`src/rtl/lexington_pkg.sv`:
```
// Shared types and default constants for the data-side RAM port arbiter.
package lexington_pkg;

  localparam int unsigned DEFAULT_RAM_ADDR_WIDTH    = 10;
  localparam int unsigned DEFAULT_RAM_ARB_MAX_WAIT  = 4;
  localparam int unsigned DEFAULT_RAM_ARB_MAX_BURST = 8;

  typedef enum logic [1:0] {CORE_OWN, DMA_FORCE, DMA_BURST} ram_arb_state_t;
  typedef enum logic [1:0] {OWN_NONE, OWN_CORE, OWN_DMA} ram_arb_owner_t;

endpackage

```
`src/rtl/ram_arb_sat_counter.sv`:
```
// Saturating up-counter with synchronous clear; clear has priority over increment.
module ram_arb_sat_counter #(
  parameter int unsigned MAX_VAL = 4,
  parameter int unsigned WIDTH   = $clog2(MAX_VAL + 1)
) (
  input  logic             i_clk,
  input  logic             i_rst_n,
  input  logic             i_clr,
  input  logic             i_inc,
  output logic [WIDTH-1:0] o_count
);

  logic [WIDTH-1:0] r_count;

  always_ff @(posedge i_clk) begin
    if (!i_rst_n) begin
      r_count <= '0;
    end else if (i_clr) begin
      r_count <= '0;
    end else if (i_inc && (r_count != WIDTH'(MAX_VAL))) begin
      r_count <= r_count + WIDTH'(1);
    end
  end

  assign o_count = r_count;

endmodule

```
`src/rtl/ram_port_arbiter.sv`:
```
// Shares the data-side RAM port between the core DBus and a DMA master (core has priority).
// Optional RAM_ARB_STATS_EN adds conflict and forced-grant counters.
module ram_port_arbiter
  import lexington_pkg::*;
#(
  parameter int unsigned ADDR_WIDTH = DEFAULT_RAM_ADDR_WIDTH,
  parameter int unsigned MAX_WAIT   = DEFAULT_RAM_ARB_MAX_WAIT,
  parameter int unsigned MAX_BURST  = DEFAULT_RAM_ARB_MAX_BURST
) (
  input  logic                  i_clk,
  input  logic                  i_rst_n,
  input  logic                  i_c_rd_en,
  input  logic                  i_c_wr_en,
  input  logic [ADDR_WIDTH-1:0] i_c_addr,
  input  logic [31:0]           i_c_wr_data,
  input  logic [3:0]            i_c_wr_strobe,
  output logic                  o_c_busy,
  output logic [31:0]           o_c_rd_data,
  input  logic                  i_d_req,
  input  logic                  i_d_we,
  input  logic                  i_d_lock,
  input  logic [ADDR_WIDTH-1:0] i_d_addr,
  input  logic [31:0]           i_d_wr_data,
  input  logic [3:0]            i_d_wr_strobe,
  output logic                  o_d_gnt,
  output logic                  o_d_rd_valid,
  output logic [31:0]           o_d_rd_data,
  output logic                  o_ram_rd_en,
  output logic                  o_ram_wr_en,
  output logic [ADDR_WIDTH-1:0] o_ram_addr,
  output logic [31:0]           o_ram_wr_data,
  output logic [3:0]            o_ram_wr_strobe,
`ifdef RAM_ARB_STATS_EN
  output logic [31:0]           o_stat_conflicts,
  output logic [31:0]           o_stat_forced,
`endif
  input  logic [31:0]           i_ram_rd_data
);

  localparam int unsigned WAIT_W  = $clog2(MAX_WAIT + 1);
  localparam int unsigned BURST_W = $clog2(MAX_BURST + 1);
  localparam logic [WAIT_W-1:0]  WAIT_LAST = WAIT_W'(MAX_WAIT - 1);
  localparam logic [BURST_W-1:0] BEAT_LAST = BURST_W'(MAX_BURST - 1);

  ram_arb_state_t       r_state, w_state_next;
  ram_arb_owner_t       r_rd_owner, w_rd_owner_next;
  logic                 w_core_req, w_core_win, w_dma_win;
  logic [WAIT_W-1:0]    w_wait;
  logic [BURST_W-1:0]   w_beat;

  assign w_core_req = i_c_rd_en | i_c_wr_en;

  always_ff @(posedge i_clk) begin
    if (!i_rst_n) begin
      r_state    <= CORE_OWN;
      r_rd_owner <= OWN_NONE;
    end else begin
      r_state    <= w_state_next;
      r_rd_owner <= w_rd_owner_next;
    end
  end

  always_comb begin
    w_dma_win    = 1'b0;
    w_state_next = r_state;
    if (!i_rst_n) begin
      w_state_next = CORE_OWN;
    end else begin
      unique case (r_state)
        CORE_OWN: begin
          if (w_core_req) begin
            // The increment happening this cycle lands on MAX_WAIT.
            if (i_d_req && (w_wait >= WAIT_LAST)) w_state_next = DMA_FORCE;
          end else if (i_d_req) begin
            w_dma_win = 1'b1;
            if (i_d_lock && (MAX_BURST > 1)) w_state_next = DMA_BURST;
          end
        end
        DMA_FORCE: begin
          w_dma_win    = i_d_req;
          w_state_next = CORE_OWN;
        end
        DMA_BURST: begin
          if (i_d_req && i_d_lock) begin
            w_dma_win = 1'b1;
            if (w_beat >= BEAT_LAST) w_state_next = CORE_OWN;
          end else begin
            w_state_next = CORE_OWN;
          end
        end
        default: w_state_next = CORE_OWN;
      endcase
    end
  end

  assign w_core_win = i_rst_n & w_core_req & ~w_dma_win;
  assign o_d_gnt    = w_dma_win;
  assign o_c_busy   = w_core_req & w_dma_win;

  ram_arb_sat_counter #(
    .MAX_VAL (MAX_WAIT),
    .WIDTH   (WAIT_W)
  ) u_wait_cnt (
    .i_clk   (i_clk),
    .i_rst_n (i_rst_n),
    .i_clr   (~i_d_req | w_dma_win),
    .i_inc   (i_d_req & ~w_dma_win),
    .o_count (w_wait)
  );

  ram_arb_sat_counter #(
    .MAX_VAL (MAX_BURST),
    .WIDTH   (BURST_W)
  ) u_beat_cnt (
    .i_clk   (i_clk),
    .i_rst_n (i_rst_n),
    .i_clr   (w_state_next != DMA_BURST),
    .i_inc   (w_dma_win),
    .o_count (w_beat)
  );

  // A simultaneous core read and write is issued as a write.
  always_comb begin
    o_ram_rd_en     = 1'b0;
    o_ram_wr_en     = 1'b0;
    o_ram_addr      = '0;
    o_ram_wr_data   = '0;
    o_ram_wr_strobe = '0;
    w_rd_owner_next = OWN_NONE;
    if (w_dma_win) begin
      o_ram_addr = i_d_addr;
      if (i_d_we) begin
        o_ram_wr_en     = 1'b1;
        o_ram_wr_data   = i_d_wr_data;
        o_ram_wr_strobe = i_d_wr_strobe;
      end else begin
        o_ram_rd_en     = 1'b1;
        w_rd_owner_next = OWN_DMA;
      end
    end else if (w_core_win) begin
      o_ram_addr = i_c_addr;
      if (i_c_wr_en) begin
        o_ram_wr_en     = 1'b1;
        o_ram_wr_data   = i_c_wr_data;
        o_ram_wr_strobe = i_c_wr_strobe;
      end else begin
        o_ram_rd_en     = 1'b1;
        w_rd_owner_next = OWN_CORE;
      end
    end
  end

  // Read data returned while reset is asserted is dropped.
  assign o_d_rd_valid = i_rst_n & (r_rd_owner == OWN_DMA);
  assign o_d_rd_data  = o_d_rd_valid ? i_ram_rd_data : 32'h0;
  assign o_c_rd_data  = (i_rst_n && (r_rd_owner == OWN_CORE)) ? i_ram_rd_data : 32'h0;

`ifdef RAM_ARB_STATS_EN
  logic [31:0] r_stat_conflicts, r_stat_forced;

  always_ff @(posedge i_clk) begin
    if (!i_rst_n) begin
      r_stat_conflicts <= '0;
      r_stat_forced    <= '0;
    end else begin
      if (w_core_req && i_d_req) r_stat_conflicts <= r_stat_conflicts + 32'd1;
      if ((w_state_next == DMA_FORCE) && (r_state != DMA_FORCE)) begin
        r_stat_forced <= r_stat_forced + 32'd1;
      end
    end
  end

  assign o_stat_conflicts = r_stat_conflicts;
  assign o_stat_forced    = r_stat_forced;
`endif

endmodule

```
`config.mk`:
```
export PLATFORM = sky130hd
export DESIGN_NAME = ram_port_arbiter
export DESIGN_NICKNAME = d
export VERILOG_FILES = /design/src/rtl/lexington_pkg.sv /design/src/rtl/ram_arb_sat_counter.sv /design/src/rtl/ram_port_arbiter.sv
export SDC_FILE = /design/constraint.sdc
export NUM_CORES = 1
export LEC_CHECK = 0
export CORE_AREA = 2 2 96 98
export DETAILED_ROUTE_END_ITERATION = 12
export DIE_AREA = 0 0 98 100
export GPL_ROUTABILITY_DRIVEN = 0
export PLACE_DENSITY = 0.74
export SLEW_MARGIN = 20
export SYNTH_ARGS = -nofsm -noshare
export SYNTH_HDL_FRONTEND = slang
export SYNTH_HIERARCHICAL = 1
export SYNTH_SLANG_ARGS = --single-unit
```
`constraint.sdc`:
```
create_clock -name i_clk -period 1.6 [get_ports i_clk]
set_input_delay 0.24 -clock i_clk [delete_from_list [all_inputs] [get_ports i_clk]]
set_output_delay 0.24 -clock i_clk [all_outputs]
set_load 0.02 [all_outputs]
```
Yosys cells after proc, flatten, opt, wreduce, memory -nomap -nowiden
Index checks and enable logic that the tools add are counted.
- logic and storage cells: 70
- memories: 0
- bits in writable memories: 0
- bits in latches: 0
- flip-flop bits (word level): 11
- input port bits: 131
- ROM bits: 0
- $add $sub $neg: 2
- bitwise logic cells: 10
- $lt $le $gt $ge: 2
- reductions and logical operators: 8
- multiplexer cells: 37
- shifts and indexed selects: 0
- $mul: 0
- divide/modulo/power cells: 0
- eq/ne operators: 7
- operator list (kind ; count):
    32-bit 2-to-1 mux ; 6
    10-bit 2-to-1 mux ; 2
    2-bit 2-to-1 mux ; 9
    4-bit 2-to-1 mux ; 4
    1-bit 2-to-1 mux ; 14
    1-bit bitwise AND ; 5
    1-bit logical AND ; 5
    4-bit by 1-bit adder with 4-bit output (second input constant) ; 1
    2-bit by 1-bit equality test with 1-bit output (second input constant) ; 2
    2-bit equality test (second input constant) ; 2
    4-bit by 3-bit >= comparator with 1-bit output (second input constant) ; 1
    4-bit inequality test (second input constant) ; 1
    2-bit one-hot mux with 2 select lines ; 1
    2-bit OR reduction ; 2
    3-bit by 1-bit adder with 3-bit output (second input constant) ; 1
    3-bit by 2-bit >= comparator with 1-bit output (second input constant) ; 1
    3-bit inequality test (second input constant) ; 1
    1-bit inverter ; 3
    1-bit one-hot mux with 3 select lines ; 1
    2-bit zero test ; 1
    2-bit inequality test (second input constant) ; 1
    1-bit bitwise OR ; 2

Longest topological paths before layout
Gate-level depths: netlist of the first run.
- depth in word-level cells: 8
- gate-level depth with buffers: 8
- gate-level depth less buffers: 6

By module
The synthesis of the first run kept the hierarchy.
- modules (own cells, without submodules) (module ; instances ; cells each ; area each (sq um) ; sequential area each (sq um)):
    ram_port_arbiter ; 1 ; 259 ; 1645.3 ; 80.1
    ram_arb_sat_counter (u_beat_cnt) ; 1 ; 24 ; 205.2 ; 80.1
    ram_arb_sat_counter (u_wait_cnt) ; 1 ; 17 ; 181.4 ; 60.1

Worst setup path after synthesis of the first run
Ideal clock, no wire load.
- path type: register to register
- from: reg r_state[1]
- to: reg u_beat_cnt.r_count[0] (netlist: u_beat_cnt/o_count[0])
- slack: -336 ps
- period minus slack after synthesis: 1936 ps
- path buffers: 2
- library setup time: 70 ps
- stages on the path, launching flop included: 9
- arrival: 1866 ps
- cell sequence: dfxtp_1 and4b_1 a31oi_1 buf_6 buf_6 nor2_1 inv_1 or3_1 a21oi_1
- RTL lines (what ; line ; source):
    from (decl) ; ram_port_arbiter.sv:45 ; ram_arb_state_t r_state, w_state_next;
    from (signal assigned) ; ram_port_arbiter.sv:58 ; r_state <= w_state_next;
    2-bit equality test (tied with other cells) ; ram_port_arbiter.sv:69 ; unique case (r_state)
    1-bit one-hot mux with 3 select lines (*) ; ram_port_arbiter.sv:69 ;
    1-bit 2-to-1 mux (*) ; ram_port_arbiter.sv:66 ; if (!i_rst_n) begin
    net o_d_gnt ; ram_port_arbiter.sv:25 ; output logic o_d_gnt,
    1-bit logical AND (*) ; ram_arb_sat_counter.sv:20 ; end else if (i_inc && (r_count != WIDTH'(MAX_VAL))) begin
    to (signal assigned) ; ram_arb_sat_counter.sv:21 ; r_count <= r_count + WIDTH'(1);
    to (decl) ; ram_arb_sat_counter.sv:13 ; logic [WIDTH-1:0] r_count;
The timed path passes the listed nets; every way through them passes the cells marked *.
A chain may end at the register's enable or synchronous reset.

Worst setup path in the final report of the first run
- from: reg r_state[1]
- to: out o_ram_wr_data[11]
- cells in the longest elaborated chain, start to end: 7
- RTL lines (what ; line ; source):
    2-bit equality test (tied with other cells) ; ram_port_arbiter.sv:69 ;
    1-bit one-hot mux with 3 select lines (*) ; ram_port_arbiter.sv:69 ;
    1-bit 2-to-1 mux (*) ; ram_port_arbiter.sv:66 ;
    1-bit inverter ; ram_port_arbiter.sv:96 ; assign w_core_win = i_rst_n & w_core_req & ~w_dma_win;
    1-bit bitwise AND ; ram_port_arbiter.sv:96 ;
    32-bit 2-to-1 mux ; ram_port_arbiter.sv:140 ; end else if (w_core_win) begin
    32-bit 2-to-1 mux (*) ; ram_port_arbiter.sv:130 ; if (w_dma_win) begin
    to (decl) ; ram_port_arbiter.sv:31 ; output logic [31:0] o_ram_wr_data,
Mark *: on every way between the ends. The rest lies on a longest branch, timed or not.

==> summary.md, run 1 <==
| Metric | Value |
|---|---|
| Fraction of layout cells with a size suffix above 1 | 39.3% |
| Mapped Area | 0.00203 sq mm |
| Post-DP HPWL | 7270 um |
| Vias per cell | 4.50 |
| Critical path class | reg -> out |
| Hold WC Path Type | in -> reg |
| Top sig layer | met4 |
| Net switching power | 488 uW |
| Via count of the routed design | 3048 |
| Net Count, Synth | 435 |
| Setup TNS Final | -16.62 ns |
| Cells after Synth | 300 |
| Worst ir drop on vdd | 605 uV |
| Post-synthesis cell type count | 37 |
| Final Worst Setup Slack | -0.361 ns |
| Clock buffer depth | 2 |
| I/O pins | 246 |
| Die Y | 100 um |
| Syn_area_per_cell | 6.77 sq um |
| Post-Route M1 WL | 4110 um |
| Critical Path AT | 1.72 ns |
| FMAX | 510 MHz |
| Die W | 98 um |
| Primary FF master, synth | dfxtp_1 |
| Root buf cell | clkbuf_8 |
| Total congestion overflow | 0 |
| CTS tree | done |
| Total track usage | 17.6% |
| Place WS | -0.999 ns |
| Clk_skew | 0.00493 ns |
| Slew Limit Fails | 0 |
| Post-synth EDFFs | 0 |
| Register bit total from synthesis | 11 |
| Std cell rows | 35 |
| Layout Area Growth over Synthesis | 150% |
| Core Footprint | 0.00889 sq mm |
| Clock Latency Late Sink | 0.24 ns |
| Post-route DRC | 0 |
| Most frequent cells in the layout | clkdlybuf4s50_1 (125), nand2_1 (94), buf_4 (73) |
| Port buffer count | 245 |
| CTS Hold Buffers Added | 0 |
| Number of buffers created by CTS | 3 |
| DR WL met3 | 583 um |
| Total die area | 0.00980 sq mm |
| Comb pwr share | 63.4% |
| Least-Margin Pin Slew | 0.351 ns |
| Htree depth | 1 |
| Commonest non-fill, non-tap cell in the layout | clkdlybuf4s50_1 |
| Initial antenna violation count | 0 |
| Final WL | 10100 um |
| Final worst-path cycle share | 123% |
| Status | complete, but fails checks |
| Nets | 703 |
| Register clock-pin slew on the reported worst setup and hold paths | 0.05 ns |
| Power density over the cells | 299 mW/mm^2 |
| Startpoint types | register |
| Clock share of power | 18.0% |
| Critical Path End Type | output pin |
| RSZ-0062 raised after global routing | yes |
| Vias in the first global route | 2844 |
| Placed cell areas | 0.00480 sq mm |
| Final period demand of the worst path | 1.96 ns |
| Post-route cell area | 0.00508 sq mm |
| Failing checks | setup timing |
| Post-synthesis async set-or-reset flop share | 0% |
| Setup violators final | 81 |
| Int Pwr | 1030 uW |
| Drt first-iter violations | 51 |
| Sequential power share | 18.6% |
| Initial Utilization | 22.9% |
| Hold Fails Final Rpt | 0 |
| Post-synthesis sequential area ratio | 10.8% |
| Total power draw | 1520 uW |
| Rel. slew slack | 76.5% |
| Switching share of power | 32.1% |
| Final hold slack | 0.425 ns |
| CTS Sinks | 11 |
| Pin count of the biggest net entering global routing | 38 |
| Peak fanout along the critical path | 9 |
| Routed Antenna Nets | 0 |
| Req. time, crit path | 1.36 ns |
| Leakage power | 0.00250 uW |
| Antenna diodes | 0 |
| # Max-Cap Violations | 0 |
| Wire length of the first global-routing pass | 14400 um |
| Ys Warns | 6 |
| Count of TritonRoute iterations in the first routing pass | 4 |
| Met2 wire len | 5300 um |
| Wire length per cell | 14.8 um |
## power by group through the flow
stage	sequential (uW)	combinational [uW]	clock, uW
global route	283	1020	289
global placement	287	903	0
floorplan	286	342	0
CTS	283	920	281
finish	283	964	273
detailed placement	287	912	0
## what timing repair did
action	in CTS	in global routing
pin swaps	5	25
cloned	4	4
gates resized for setup	561	136
hold endpoints to repair	0	0
setup endpoints to repair	122	122
buffers inserted	5	2
## synth_stat cells, drive strengths merged, types with 2 or more instances
master  count  area, sq um
nor3b       2         20.0
o21a        2         15.0
and2       66          413
a31oi       2         12.5
nor3        2         10.0
dfxtp      11          220
nor2        5         18.8
clkbuf      7         28.8
ha          4         50.1
a21oi       6         30.0
mux2i      49          490
o21ai       3         15.0
buf        16          138
nand2b      2         12.5
inv         7         26.3
nand2      95          357
and4b       2         20.0
or3b        2         17.5
nand3b      6         45.0
## final timing paths
path / start / endpoint / slack, ns / cells after the start
setup / recovery: r_state[1] / o_ram_wr_data[11] / -0.36 / 6
hold / removal: i_d_lock / r_state[1] / 0.42 / 2
hold reg to reg: u_beat_cnt/o_count[2] / u_beat_cnt/o_count[2] / 0.51 / 2
setup reg to reg: r_state[0] / u_beat_cnt/o_count[0] / -0.23 / 9
## cells by family (layout without fill, tap and decap cells)
family	Yosys count	after routing	share of synthesized area, %
AO/OA/AOI/OAI	16	16	4.74
XOR/XNOR	1	1	0.431
adder cells (fa/ha/maj)	4	4	2.46
buffers and inverters	30	297	9.48
flip-flops	11	11	10.8
multiplexers	50	50	24.7
AND/OR/NAND/NOR	188	188	47.4
## per-stage QoR
step                      std cells  utilization [%]
after floorplan                 300                -
after global placement          662             54.0
after detailed placement        662             54.0
after CTS                       675             52.8
after global routing            678             57.2
final                           678             57.2
## metal layers
layer,track usage (%),vias to the layer above
li1,-,1511
met3,2.51,8
met5,0,-
met1,23.1,1404
met2,31.9,125
met4,1.71,0
## registers in the layout, summed over array words and instances (netlist names)
register,cells
u_beat_cnt/o_count,4
r_rd_owner,2
u_wait_cnt/o_count,3
r_state,2
## worst max-delay path, cell delays in order (launching register included)
cell     delay, ns
dfxtp_2       0.33
and4b_1       0.23
a31oi_4       0.18
buf_12        0.18
buf_16        0.14
mux2i_2       0.24
buf_4         0.18
## area by class of cell
| class | count | area, sq um |
|---|---|---|
| well taps | 111 | 139 |
| multi-input cells | 259 | 1810 |
| fillers | 806 | 3800 |
| repair buffers | 286 | 2840 |
| inverters | 7 | 26.3 |
| flip-flops and latches | 11 | 225 |
| clock buffers | 4 | 45.0 |
Note: power is estimated with default switching activity, not from simulation.
==> run 2, diff against run 1 <==
- CORE_AREA: 2 2 96 98 -> 2 2 95 97
- DIE_AREA: 0 0 98 100 -> 0 0 97 99
- PLACE_DENSITY: 0.74 -> 0.73
- SETUP_SLACK_MARGIN: not set -> 0.5
- clock period: 1.6 -> 2.4 ns (I/O delays scaled with it)
==> summary.md, run 2 (same netlist as run 1, synthesis figures left out) <==
| Metric | Value |
|---|---|
| Wire length of the first global-routing pass | 16100 um (was 14400 um) |
| CP max stage delay | 0.33 ns (about the same) |
| Rel. slew slack | 80.7% (was 76.5%) |
| Crit path max-delay family | buffers and inverters (unchanged) |
| Commonest non-fill, non-tap cell in the layout | clkdlybuf4s50_1 (unchanged) |
| Req. time, crit path | 2.04 ns (was 1.36 ns) |
| Clock Latency Late Sink | 0.24 ns (about the same) |
| Layout fillers | 799 (was 806) |
| Post-route cell area | 0.00497 sq mm (was 0.00508 sq mm) |
| Port buffer count | 245 (unchanged) |
| Die Y | 99 um (was 100 um) |
| Critical path class | reg -> out (unchanged) |
| Nets | 704 (was 703) |
| Drt first-iter violations | 68 (was 51) |
| Clk_skew | 0.00266 ns (was 0.00493 ns) |
| Number of buffers created by CTS | 3 (unchanged) |
| Hold Fails Final Rpt | 0 (unchanged) |
| Clock buffer depth | 2 (unchanged) |
| Layout Area Growth over Synthesis | 144% (was 150%) |
| Final WL | 11200 um (was 10100 um) |
| Hold WC Path Type | reg -> reg (was in -> reg) |
| Antenna diodes | 0 (unchanged) |
| Fraction of layout cells with a size suffix above 1 | 31.2% (was 39.3%) |
| Routed Antenna Nets | 0 (unchanged) |
| Final worst-path cycle share | 92.8% |
| CTS tree | done (unchanged) |
| Count of TritonRoute iterations in the first routing pass | 4 (unchanged) |
| Setup TNS Final | 0 ns (was -16.62 ns) |
| Wire length per cell | 16.5 um (was 14.8 um) |
| Status | complete, no violations (was complete, but fails checks) |
| Final hold slack | 0.470 ns (was 0.425 ns) |
| Placed cell areas | 0.00469 sq mm (was 0.00480 sq mm) |
| Total die area | 0.00960 sq mm (was 0.00980 sq mm) |
| Critical Path AT | 1.87 ns (was 1.72 ns) |
| Total congestion overflow | 0 (unchanged) |
| Startpoint types | register (unchanged) |
| Least-Margin Pin Slew | 0.286 ns (was 0.351 ns) |
| # Max-Cap Violations | 0 (unchanged) |
| Most frequent cells in the layout | clkdlybuf4s50_1 (125), nand2_1 (95), buf_4 (69) (was clkdlybuf4s50_1 (125), nand2_1 (94), buf_4 (73)) |
| Critical Path End Type | output pin (unchanged) |
| Std cell rows | 34 (was 35) |
| Register clock-pin slew on the reported worst setup and hold paths | 0.05 ns (about the same) |
| Final period demand of the worst path | 2.23 ns |
| Final Worst Setup Slack | 0.172 ns (was -0.361 ns) |
| Total power draw | 1040 uW (was 1520 uW) |
| Peak fanout along the critical path | 7 (was 9) |
| Power density over the cells | 210 mW/mm^2 (was 299 mW/mm^2) |
| Max reg flops | 4 (unchanged) |
| Root buf cell | clkbuf_8 (unchanged) |
| Core Footprint | 0.00855 sq mm (was 0.00889 sq mm) |
| Pin count of the biggest net entering global routing | 38 (unchanged) |
| Via count of the routed design | 3030 (was 3048) |
| Setup violators final | 0 (was 81) |
| CP bufs+invs | 5 (was 3) |
| Vias in the first global route | 2903 (was 2844) |
| I/O pins | 246 (unchanged) |
| Leakage power | 0.00237 uW (was 0.00250 uW) |
| Slew Limit Fails | 0 (unchanged) |
| Die W | 97 um (was 98 um) |
| Post-route DRC | 0 (unchanged) |
| Post-DP HPWL | 7960 um (was 7270 um) |
| Sequence of cells on the critical path | and4b_1 > a31oi_4 > buf_12 > buf_6 > buf_8 > buf_16 > mux2i_1 > buf_4 (was and4b_1 > a31oi_4 > buf_12 > buf_16 > mux2i_2 > buf_4) |
| CTS Sinks | 11 (unchanged) |
| Worst path slowest cell | dfxtp_2 (unchanged) |
| Place WS | -0.442 ns (was -0.999 ns) |
| CTS Hold Buffers Added | 0 (unchanged) |
| RSZ-0062 raised after global routing | yes (unchanged) |
| Initial Utilization | 23.8% (was 22.9%) |
| Initial antenna violation count | 0 (unchanged) |
| Worst ir drop on vdd | 181 uV (was 605 uV) |
| Htree depth | 1 (unchanged) |
| Vias per cell | 4.48 (was 4.50) |
| Total track usage | 20.5% (was 17.6%) |
| FMAX | 449 MHz |
[run 2: cell types whose count changed in the layout (fill, tap and decap cells not counted), moves of 4 or more]
cell	delta
and2_4	-42
clkdlybuf4s15_1	+5
clkbuf_2	+28
clkdlybuf4s15_2	+32
buf_6	-57
buf_4	-4
buf_2	-8
and2_1	+42
buf_16	+4
[run 2: cell type report]
| cell class | instances | area, sq um | area share, % |
|---|---|---|---|
| clock buffer | 4 | 45.0 | 0.907 |
| inverter | 7 | 26.3 | 0.529 |
| multi-input combinational | 259 | 1690 | 34.0 |
| sequential | 11 | 223 | 4.48 |
| tap | 108 | 135 | 2.72 |
| timing repair buffer | 287 | 2850 | 57.4 |
[run 2: report_power, final]
group | total, uW | switching [uW] | internal [uW]
clock | 196 | 78.4 | 117
sequential | 188 | 2.62 | 185
combinational | 658 | 260 | 398
[run 2: timing repair]
action | 4_1_cts | 5_1_grt
pin swaps | 5 | 4
resized for setup | 412 | 73
setup endpoints to repair | 122 | 116
buffers inserted | 8 | 8
cloned | 6 | 3
[run 2: path summary, 6_finish.rpt]
path	depth (start not counted)	to	slack [ns]	from
setup / recovery	8	o_ram_wr_data[6]	0.17	r_state[0]
hold / removal	1	r_state[0]	0.47	r_state[1]
setup reg to reg	10	u_wait_cnt/o_count[2]	0.31	r_state[1]
hold reg to reg	1	r_state[0]	0.47	r_state[1]
[run 2: stage by stage]
| step | instances | util (%) |
|---|---|---|
| final | 676 | 58.1 |
| after global routing | 676 | 58.1 |
| after CTS | 665 | 57.4 |
| after detailed placement | 647 | 54.8 |
| after global placement | 647 | 54.8 |
| after floorplan | 300 | - |
[run 2: layer usage]
layer  up-vias  routed length (um)  GRT usage, %  part of all wire, %
li1       1523                   -             -                    -
met1      1366                4400          23.8                   39
met2       131                6030          39.8                   54
met3        10                 660          3.26                  5.9
met4         0                  94          3.90                 0.84
met5         -                   0             0                    0
